File: src/rtl/muldiv_sequencer.sv
// Sequential multiply/divide unit for the HI/LO register file: one result bit per cycle,
// with signed operands handled by magnitude arithmetic and a final sign fix-up.
module muldiv_sequencer #(
  parameter int WIDTH = 32
) (
  input  logic             clk,
  input  logic             rst,
  input  logic             start,
  input  logic [1:0]       op,
  input  logic [WIDTH-1:0] a,
  input  logic [WIDTH-1:0] b,
  input  logic             flush,
  output logic             busy,
  output logic             done,
  output logic             hi_w,
  output logic             lo_w,
  output logic [WIDTH-1:0] hi,
  output logic [WIDTH-1:0] lo,
  output logic             dz
);

  localparam int CW = $clog2(WIDTH + 1);
  localparam logic [CW-1:0] CNT_INIT = CW'(WIDTH);
  localparam logic [CW-1:0] CNT_LAST = CW'(1);

  typedef enum logic [2:0] {IDLE, PREP, CALC, FIX, DONE} state_t;

  state_t               state_r, next_state_s;
  logic [1:0]           op_r;
  logic [WIDTH-1:0]     a_r, b_r, mag_r;
  logic [2*WIDTH-1:0]   acc_r, calc_next_s;
  logic [CW-1:0]        cnt_r;
  logic                 neg_lo_r, neg_hi_r, dz_pend_r;
  logic                 busy_r, done_r, dz_r;
  logic [WIDTH-1:0]     hi_r, lo_r;

  logic                 is_div_s, sa_s, sb_s;
  logic [WIDTH-1:0]     a_abs_s, b_abs_s, fix_hi_s, fix_lo_s;
  logic [WIDTH:0]       mul_sum_s, rem_sh_s, diff_s;
  logic [2*WIDTH-1:0]   prod_neg_s;

  // State register
  always_ff @(posedge clk or posedge rst) begin
    if (rst) begin
      state_r <= IDLE;
    end else begin
      state_r <= next_state_s;
    end
  end

  // Next-state logic; flush returns any active state to IDLE
  always_comb begin
    next_state_s = state_r;
    case (state_r)
      IDLE: begin
        if (start && !flush) next_state_s = PREP;
        else                 next_state_s = IDLE;
      end
      PREP: begin
        if (flush) next_state_s = IDLE;
        else       next_state_s = CALC;
      end
      CALC: begin
        if (flush)                  next_state_s = IDLE;
        else if (cnt_r == CNT_LAST) next_state_s = FIX;
        else                        next_state_s = CALC;
      end
      FIX: begin
        if (flush) next_state_s = IDLE;
        else       next_state_s = DONE;
      end
      DONE:    next_state_s = IDLE;
      default: next_state_s = IDLE;
    endcase
  end

  // Operand magnitudes and one iteration of shift-add multiply / restoring divide
  always_comb begin
    is_div_s  = op_r[1];
    sa_s      = ~op_r[0] & a_r[WIDTH-1];
    sb_s      = ~op_r[0] & b_r[WIDTH-1];
    a_abs_s   = sa_s ? -a_r : a_r;
    b_abs_s   = sb_s ? -b_r : b_r;
    if (acc_r[0]) begin
      mul_sum_s = {1'b0, acc_r[2*WIDTH-1:WIDTH]} + {1'b0, mag_r};
    end else begin
      mul_sum_s = {1'b0, acc_r[2*WIDTH-1:WIDTH]};
    end
    rem_sh_s = acc_r[2*WIDTH-1:WIDTH-1];
    diff_s   = rem_sh_s - {1'b0, mag_r};
    if (!is_div_s) begin
      calc_next_s = {mul_sum_s, acc_r[WIDTH-1:1]};
    end else if (!diff_s[WIDTH]) begin
      calc_next_s = {diff_s[WIDTH-1:0], acc_r[WIDTH-2:0], 1'b1};
    end else begin
      calc_next_s = {rem_sh_s[WIDTH-1:0], acc_r[WIDTH-2:0], 1'b0};
    end
  end

  // Sign fix-up; a zero divisor bypasses the iteration result entirely
  always_comb begin
    prod_neg_s = -acc_r;
    if (!is_div_s) begin
      if (neg_lo_r) begin
        fix_hi_s = prod_neg_s[2*WIDTH-1:WIDTH];
        fix_lo_s = prod_neg_s[WIDTH-1:0];
      end else begin
        fix_hi_s = acc_r[2*WIDTH-1:WIDTH];
        fix_lo_s = acc_r[WIDTH-1:0];
      end
    end else if (dz_pend_r) begin
      fix_hi_s = a_r;
      fix_lo_s = {WIDTH{1'b1}};
    end else begin
      fix_hi_s = neg_hi_r ? -acc_r[2*WIDTH-1:WIDTH] : acc_r[2*WIDTH-1:WIDTH];
      fix_lo_s = neg_lo_r ? -acc_r[WIDTH-1:0] : acc_r[WIDTH-1:0];
    end
  end

  // Datapath registers and result registers
  always_ff @(posedge clk or posedge rst) begin
    if (rst) begin
      op_r      <= 2'b00;
      a_r       <= {WIDTH{1'b0}};
      b_r       <= {WIDTH{1'b0}};
      mag_r     <= {WIDTH{1'b0}};
      acc_r     <= {(2*WIDTH){1'b0}};
      cnt_r     <= {CW{1'b0}};
      neg_lo_r  <= 1'b0;
      neg_hi_r  <= 1'b0;
      dz_pend_r <= 1'b0;
      hi_r      <= {WIDTH{1'b0}};
      lo_r      <= {WIDTH{1'b0}};
      dz_r      <= 1'b0;
    end else begin
      case (state_r)
        IDLE: begin
          if (start && !flush) begin
            op_r <= op;
            a_r  <= a;
            b_r  <= b;
          end
        end
        PREP: begin
          cnt_r     <= CNT_INIT;
          neg_lo_r  <= sa_s ^ sb_s;
          neg_hi_r  <= sa_s;
          dz_pend_r <= is_div_s && (b_r == {WIDTH{1'b0}});
          if (is_div_s) begin
            mag_r <= b_abs_s;
            acc_r <= {{WIDTH{1'b0}}, a_abs_s};
          end else begin
            mag_r <= a_abs_s;
            acc_r <= {{WIDTH{1'b0}}, b_abs_s};
          end
        end
        CALC: begin
          acc_r <= calc_next_s;
          cnt_r <= cnt_r - CNT_LAST;
        end
        FIX: begin
          if (!flush) begin
            hi_r <= fix_hi_s;
            lo_r <= fix_lo_s;
            dz_r <= dz_pend_r;
          end
        end
        default: begin
        end
      endcase
    end
  end

  // Status outputs registered from the next state so they line up with the state register
  always_ff @(posedge clk or posedge rst) begin
    if (rst) begin
      busy_r <= 1'b0;
      done_r <= 1'b0;
    end else begin
      busy_r <= (next_state_s != IDLE);
      done_r <= (next_state_s == DONE);
    end
  end

  assign busy = busy_r;
  assign done = done_r;
  assign hi_w = done_r;
  assign lo_w = done_r;
  assign hi   = hi_r;
  assign lo   = lo_r;
  assign dz   = dz_r;

endmodule

File: config.mk
export PLATFORM = sky130hd
export DESIGN_NAME = muldiv_sequencer
export DESIGN_NICKNAME = d
export VERILOG_FILES = /design/src/rtl/muldiv_sequencer.sv
export SDC_FILE = /design/constraint.sdc
export NUM_CORES = 1
export LEC_CHECK = 0
export BUFFER_PORTS_ARGS = -buffer_cell sky130_fd_sc_hd__buf_2
export CAP_MARGIN = 0
export CORE_MARGIN = 3
export CORE_UTILIZATION = 46
export DETAILED_ROUTE_END_ITERATION = 10
export SYNTH_ARGS = -nofsm -noshare
export SYNTH_HDL_FRONTEND = slang
export SYNTH_SLANG_ARGS = --single-unit
export TNS_END_PERCENT = 5
File: constraint.sdc
create_clock -name clk -period 13.6 [get_ports clk]
set_input_delay 4.08 -clock clk [delete_from_list [all_inputs] [get_ports clk]]
set_output_delay 4.08 -clock clk [all_outputs]
set_load 0.01 [all_outputs]
# Word level (Yosys, flattened, before mapping)
# Cells that the tools add are included.
[word_totals]
regBits = 241
input_bits = 70
output_inout_bits = 69
word_cells = 65
[op_classes]
n_addsub = 8
eq_ne = 5
muxes = 23
bitwise_logic = 5
reduce_logical = 9
[op_table]
columns = ["op", "count"]
rows = [
  ["2-to-1 mux 32 bit", 12],
  ["2-to-1 mux 64 bit", 2],
  ["negator 32 bit", 4],
  ["case mux 64 bit (2 select lines)", 1],
  ["negator 64 bit", 1],
  ["adder 32 x 32 -> 33 bit", 1],
  ["2-to-1 mux 33 bit", 1],
  ["subtractor 33 x 32 -> 33 bit", 1],
  ["logical NOT 32 bit", 1],
  ["case mux 3 bit (4 select lines)", 1],
  ["case mux 6 bit (2 select lines)", 1],
  ["== test 3 x 2 -> 1 bit, second input constant", 2],
  ["== test 6 x 1 -> 1 bit, second input constant", 1],
  ["subtractor 6 x 1 -> 6 bit, second input constant", 1],
  ["2-to-1 mux 2 bit", 2],
  ["AND reduction 2 bit", 2],
  ["== test 3 x 1 -> 1 bit, second input constant", 1],
  ["== test 3 bit, second input constant", 1],
  ["logical NOT 3 bit", 1],
  ["2-to-1 mux 3 bit", 1],
  ["nonzero test 3 bit", 1],
  ["bitwise AND 1 bit", 2],
  ["logical AND 1 bit", 2],
  ["2-to-1 mux 1 bit", 2],
  ["4 further kinds", 5],
]

# Logic depth before layout (Yosys ltp)
[depth]
depth_word = 5
mapped_depth = 15
depth_no_buf = 13

# Worst setup path after synthesis
# No wires, ideal clock.
[synth_path]
kind = "input to register"
start = "in flush"
end = "reg b_r[10]"
t_arrival_ps = 5280
required_time_ps = 13475
path_slack_ps = 8195
stages = 5
path_cell_list = "nor2_1 -> nand3_1 -> buf_1 -> buf_1 -> mux2_2"
[synth_via]
elab_chain_cells = 3
[synth_lines]
columns = ["item", "line", "text"]
rows = [
  ["from (decl)", "12", "input logic flush,"],
  ["logical NOT 1 bit", "--", ""],
  ["logical AND 1 bit", "138", "if (start && !flush) begin"],
  ["AND reduction 2 bit (no line)", "--", ""],
  ["to (signal assigned)", "125", "b_r <= {WIDTH{1'b0}};"],
  ["to (decl)", "30", "logic [WIDTH-1:0] a_r, b_r, mag_r;"],
]
# No other way between the ends.
# A chain may end at the register's enable or synchronous reset.

==> key figures <==
Run status
  • Status: finished, final reports clean

STA
  • Post-layout min period: 5.96 ns
  • Hold WS: 0.479 ns
  • Highest Clock Rate: 168 MHz
  • Final Cycle Share: between 40 and 50%
  • Fin Setup TNS: 0 ns
  • Max-slew violations: 0
  • Final Hold Fails: 0
  • Final setup viols: 0
  • Slew HR: 33.4%
  • Worst slew pin tran: about 1.0 ns
  • Fin Clk Skew: 0.0233 ns
  • RSZ-0062 raised after global routing: no

GRT
  • Overall Global Routing Usage: 27.7%
  • Number of global-route vias before repair: 15500
  • Initial antenna violation count: 0
  • Global route overflow: 0
  • First-pass GRT wire length: between 90000 and 100000 um
  • Largest net degree at the start of global routing: 101

CTS
  • Root Buffer: clkbuf_16
  • CTS buffer count: 28
  • Clk Latency, worst-skew pair: ~0.58 ns
  • Clock Path Buffers: 3
  • H-Tree Depth: 1
  • Clock tree sinks: 241
  • Clock-pin slew on the worst setup and hold paths: 0.07 ns
  • CTS tree: done
  • CTS Hold Bufs: 0
  • CTS resizes: 0
  • Postcts setup bufs: 0

Placement
  • Dpl cells: 2624
  • Post-DP HPWL: 43000 um
  • IO buf count: around 140
  • Gp weighted congestion: ~0.93

Worst setup path
  • Crit Path Max Fanout: 100
  • Worst R2R Path Depth: 15
  • Kind of critical path: input port to async pin
  • Crit path launch type: input port
  • Worst path required time: about 14 ns
  • R2R Path End: acc_r[45]
  • RR Startpoint: acc_r[31]
  • Reg-to-reg setup timing slack: 9.45 ns
  • Worst Path Arrival: between 6 and 7 ns
  • Setup crit end kind: async pin

Yosys
  • Top cell type's share of synthesized area: 33.9%
  • Largest cells by area after synthesis: dfrtp_1, o21ai_0, nand2_1, xnor2_1, ha_1
  • Most common cell in the netlist: nand2_1
  • Distinct cells, synth: 75
  • Netlist Area Pre-Place: 0.0178 mm^2
  • Post-synth EDFFs: 0
  • Ys Warns: 0
  • Cell count after synthesis: 2098
  • Register area share after synthesis: 33.9%
  • Syn Area/Cell: about 8.5 um^2
  • Syn nets: roughly 2200
  • Cell type with the largest total area after synthesis: dfrtp_1
  • Most used DFF post-synth: dfrtp_1
  • Flops & latches, synth: 241
  • Synth async-reset ratio: 100%
  • Commonest cells post-synth: nand2_1, dfrtp_1, o21ai_0, a21oi_1, nor2_1

Finish
  • Fin nets: 2285
  • Ant. Diodes: 0
  • Area of the multi-input gates: 0.0110 mm^2
  • Share of cells above drive strength 1: 14.5%
  • Fillers: 3722
  • Layout Cells excl Fill: 2675
  • Syn-to-layout area delta: 10.6%
  • Reg area: 0.00604 mm^2

Hold path
  • Hold Path Stages: 2
  • Min-Delay Endpoint: hi[7]
  • Worst Hold Class: flip-flop to flip-flop
  • Min-delay src: hi[7]

Floorplanning
  • # IOs: 139
  • Die width: about 200 um
  • Initial Util: 47.0%
  • Die Y: 203 um
  • Die area: 0.0410 mm^2
  • Row Count: 71
  • Core area: 0.0378 mm^2

Power
  • Worst vdd ir: 0.123 mV
  • Switching power total: around 2600 uW
  • Comb power frac: between 50% and 60%
  • Clock network power share: between 10% and 20%
  • Static leakage: roughly 0.0086 uW
  • Switching share of power: 49.2%
  • Sequential Power Share: 28.0%
  • Pint: 2640 uW
  • Power Density: about 260 mW/mm^2

Drt
  • DRC Markers: 0
  • Drt initial violations: 1567
  • Drt pass-1 iters: 6
  • Avg WL per Cell: 21.5 um
  • Via-per-instance ratio: around 6
  • Drt total wl: 57400 um
  • Antenna-violating nets left: 0
  • Via count: approximately 16000

Run
  • Maxcap violations: 0
## area by class of cell
| class | instances | area share [%] |
|---|---|---|
| clock buffer | 39 | 4.08 |
| clock inverter | 12 | 0.478 |
| inverter | 62 | 1.22 |
| multi-input combinational | 1647 | 55.8 |
| sequential | 241 | 30.7 |
| tap | 511 | 3.25 |
| timing repair buffer | 163 | 4.47 |
## power by group through the flow
stage                     Combinational (uW)  Clock [uW]  Sequential, uW
after detailed placement                2970           0            1450
after floorplan                         2330           0            1230
final                                   3010         734            1460
after CTS                               3000         745            1440
after global placement                  2930           0            1450
after global routing                    3350         778            1500
## flip-flops by register name, summed over array words and instances, names as in the netlist, 2 cells and up
signal / cells
acc_r: 64
a_r: 32
b_r: 32
hi: 32
lo: 32
mag_r: 32
cnt_r: 6
state_r: 3
op_r: 2
## per-stage QoR
step	power, uW	utilization [%]	cell area (um^2)	setup WS [ns]
4_1_cts	5180	51.9	19600	7.49
3_5_place_dp	4420	49.5	18700	6.88
3_3_place_gp	4370	49.5	18700	6.91
6_report	5200	51.9	19600	7.64
2_1_floorplan	3560	-	17800	2.90
5_1_grt	5620	51.9	19600	7.20
## how the worst max path moves through the flow
stage          from  endpoint  slack [ns]  cells past startpoint
6_report        rst  acc_r[0]        7.64                      4
5_1_grt         rst  acc_r[0]        7.20                      4
4_1_cts         rst  acc_r[0]        7.49                      4
3_5_place_dp    rst  acc_r[0]        6.88                      4
3_3_place_gp    rst  acc_r[0]        6.91                      4
2_1_floorplan   rst    a_r[0]        2.90                      1
## cells in the final DEF (no fill, tap or decap), types with 8 or more instances in the layout
cell       instances
a22o_1            13
nand2b_1          18
a211oi_1          25
mux2i_1           85
inv_1             59
nor3_1            38
buf_2            138
a221o_1           11
o21bai_1           8
dfrtp_1          239
o21ai_0          198
ha_1              70
nor4_1            17
o221ai_1          33
xnor2_1          105
o21ai_1           10
nor2_1           152
clkbuf_16         28
o211ai_1          21
a21oi_1          166
or4_1             13
nand4_1           10
a21o_1            22
and2_1             9
buf_4             25
nand2_1          252
nor2b_1           19
mux2_2            71
o21a_1            12
xor2_1            78
a31oi_1           18
o31ai_1           26
or3_1             15
nand3_1           22
o41ai_1           11
## critical path, stage by stage
cell	delay, ns
buf_2	0.13
inv_8	0.46
buf_4	0.81
buf_4	0.87
## cells by family after synthesis
| kind of cell | count (synthesis) | synth area share [%] |
|---|---|---|
| compound gates | 627 | 22.0 |
| simple gates | 608 | 15.9 |
| mux | 156 | 9.29 |
| fa+ha+maj | 72 | 5.15 |
| buf+inv | 210 | 4.63 |
| xor+xnor | 184 | 9.07 |
| flops | 241 | 33.9 |
## routing by layer
layer  GRT usage, %  vias up  wire length [um]
li1               -     7631                 -
met1           40.0     7805             26000
met2           43.1      654             25600
met3           3.64      105              3910
met4           9.18        0              1960
met5              0        -                 0
(Power assumes the default switching activity.)
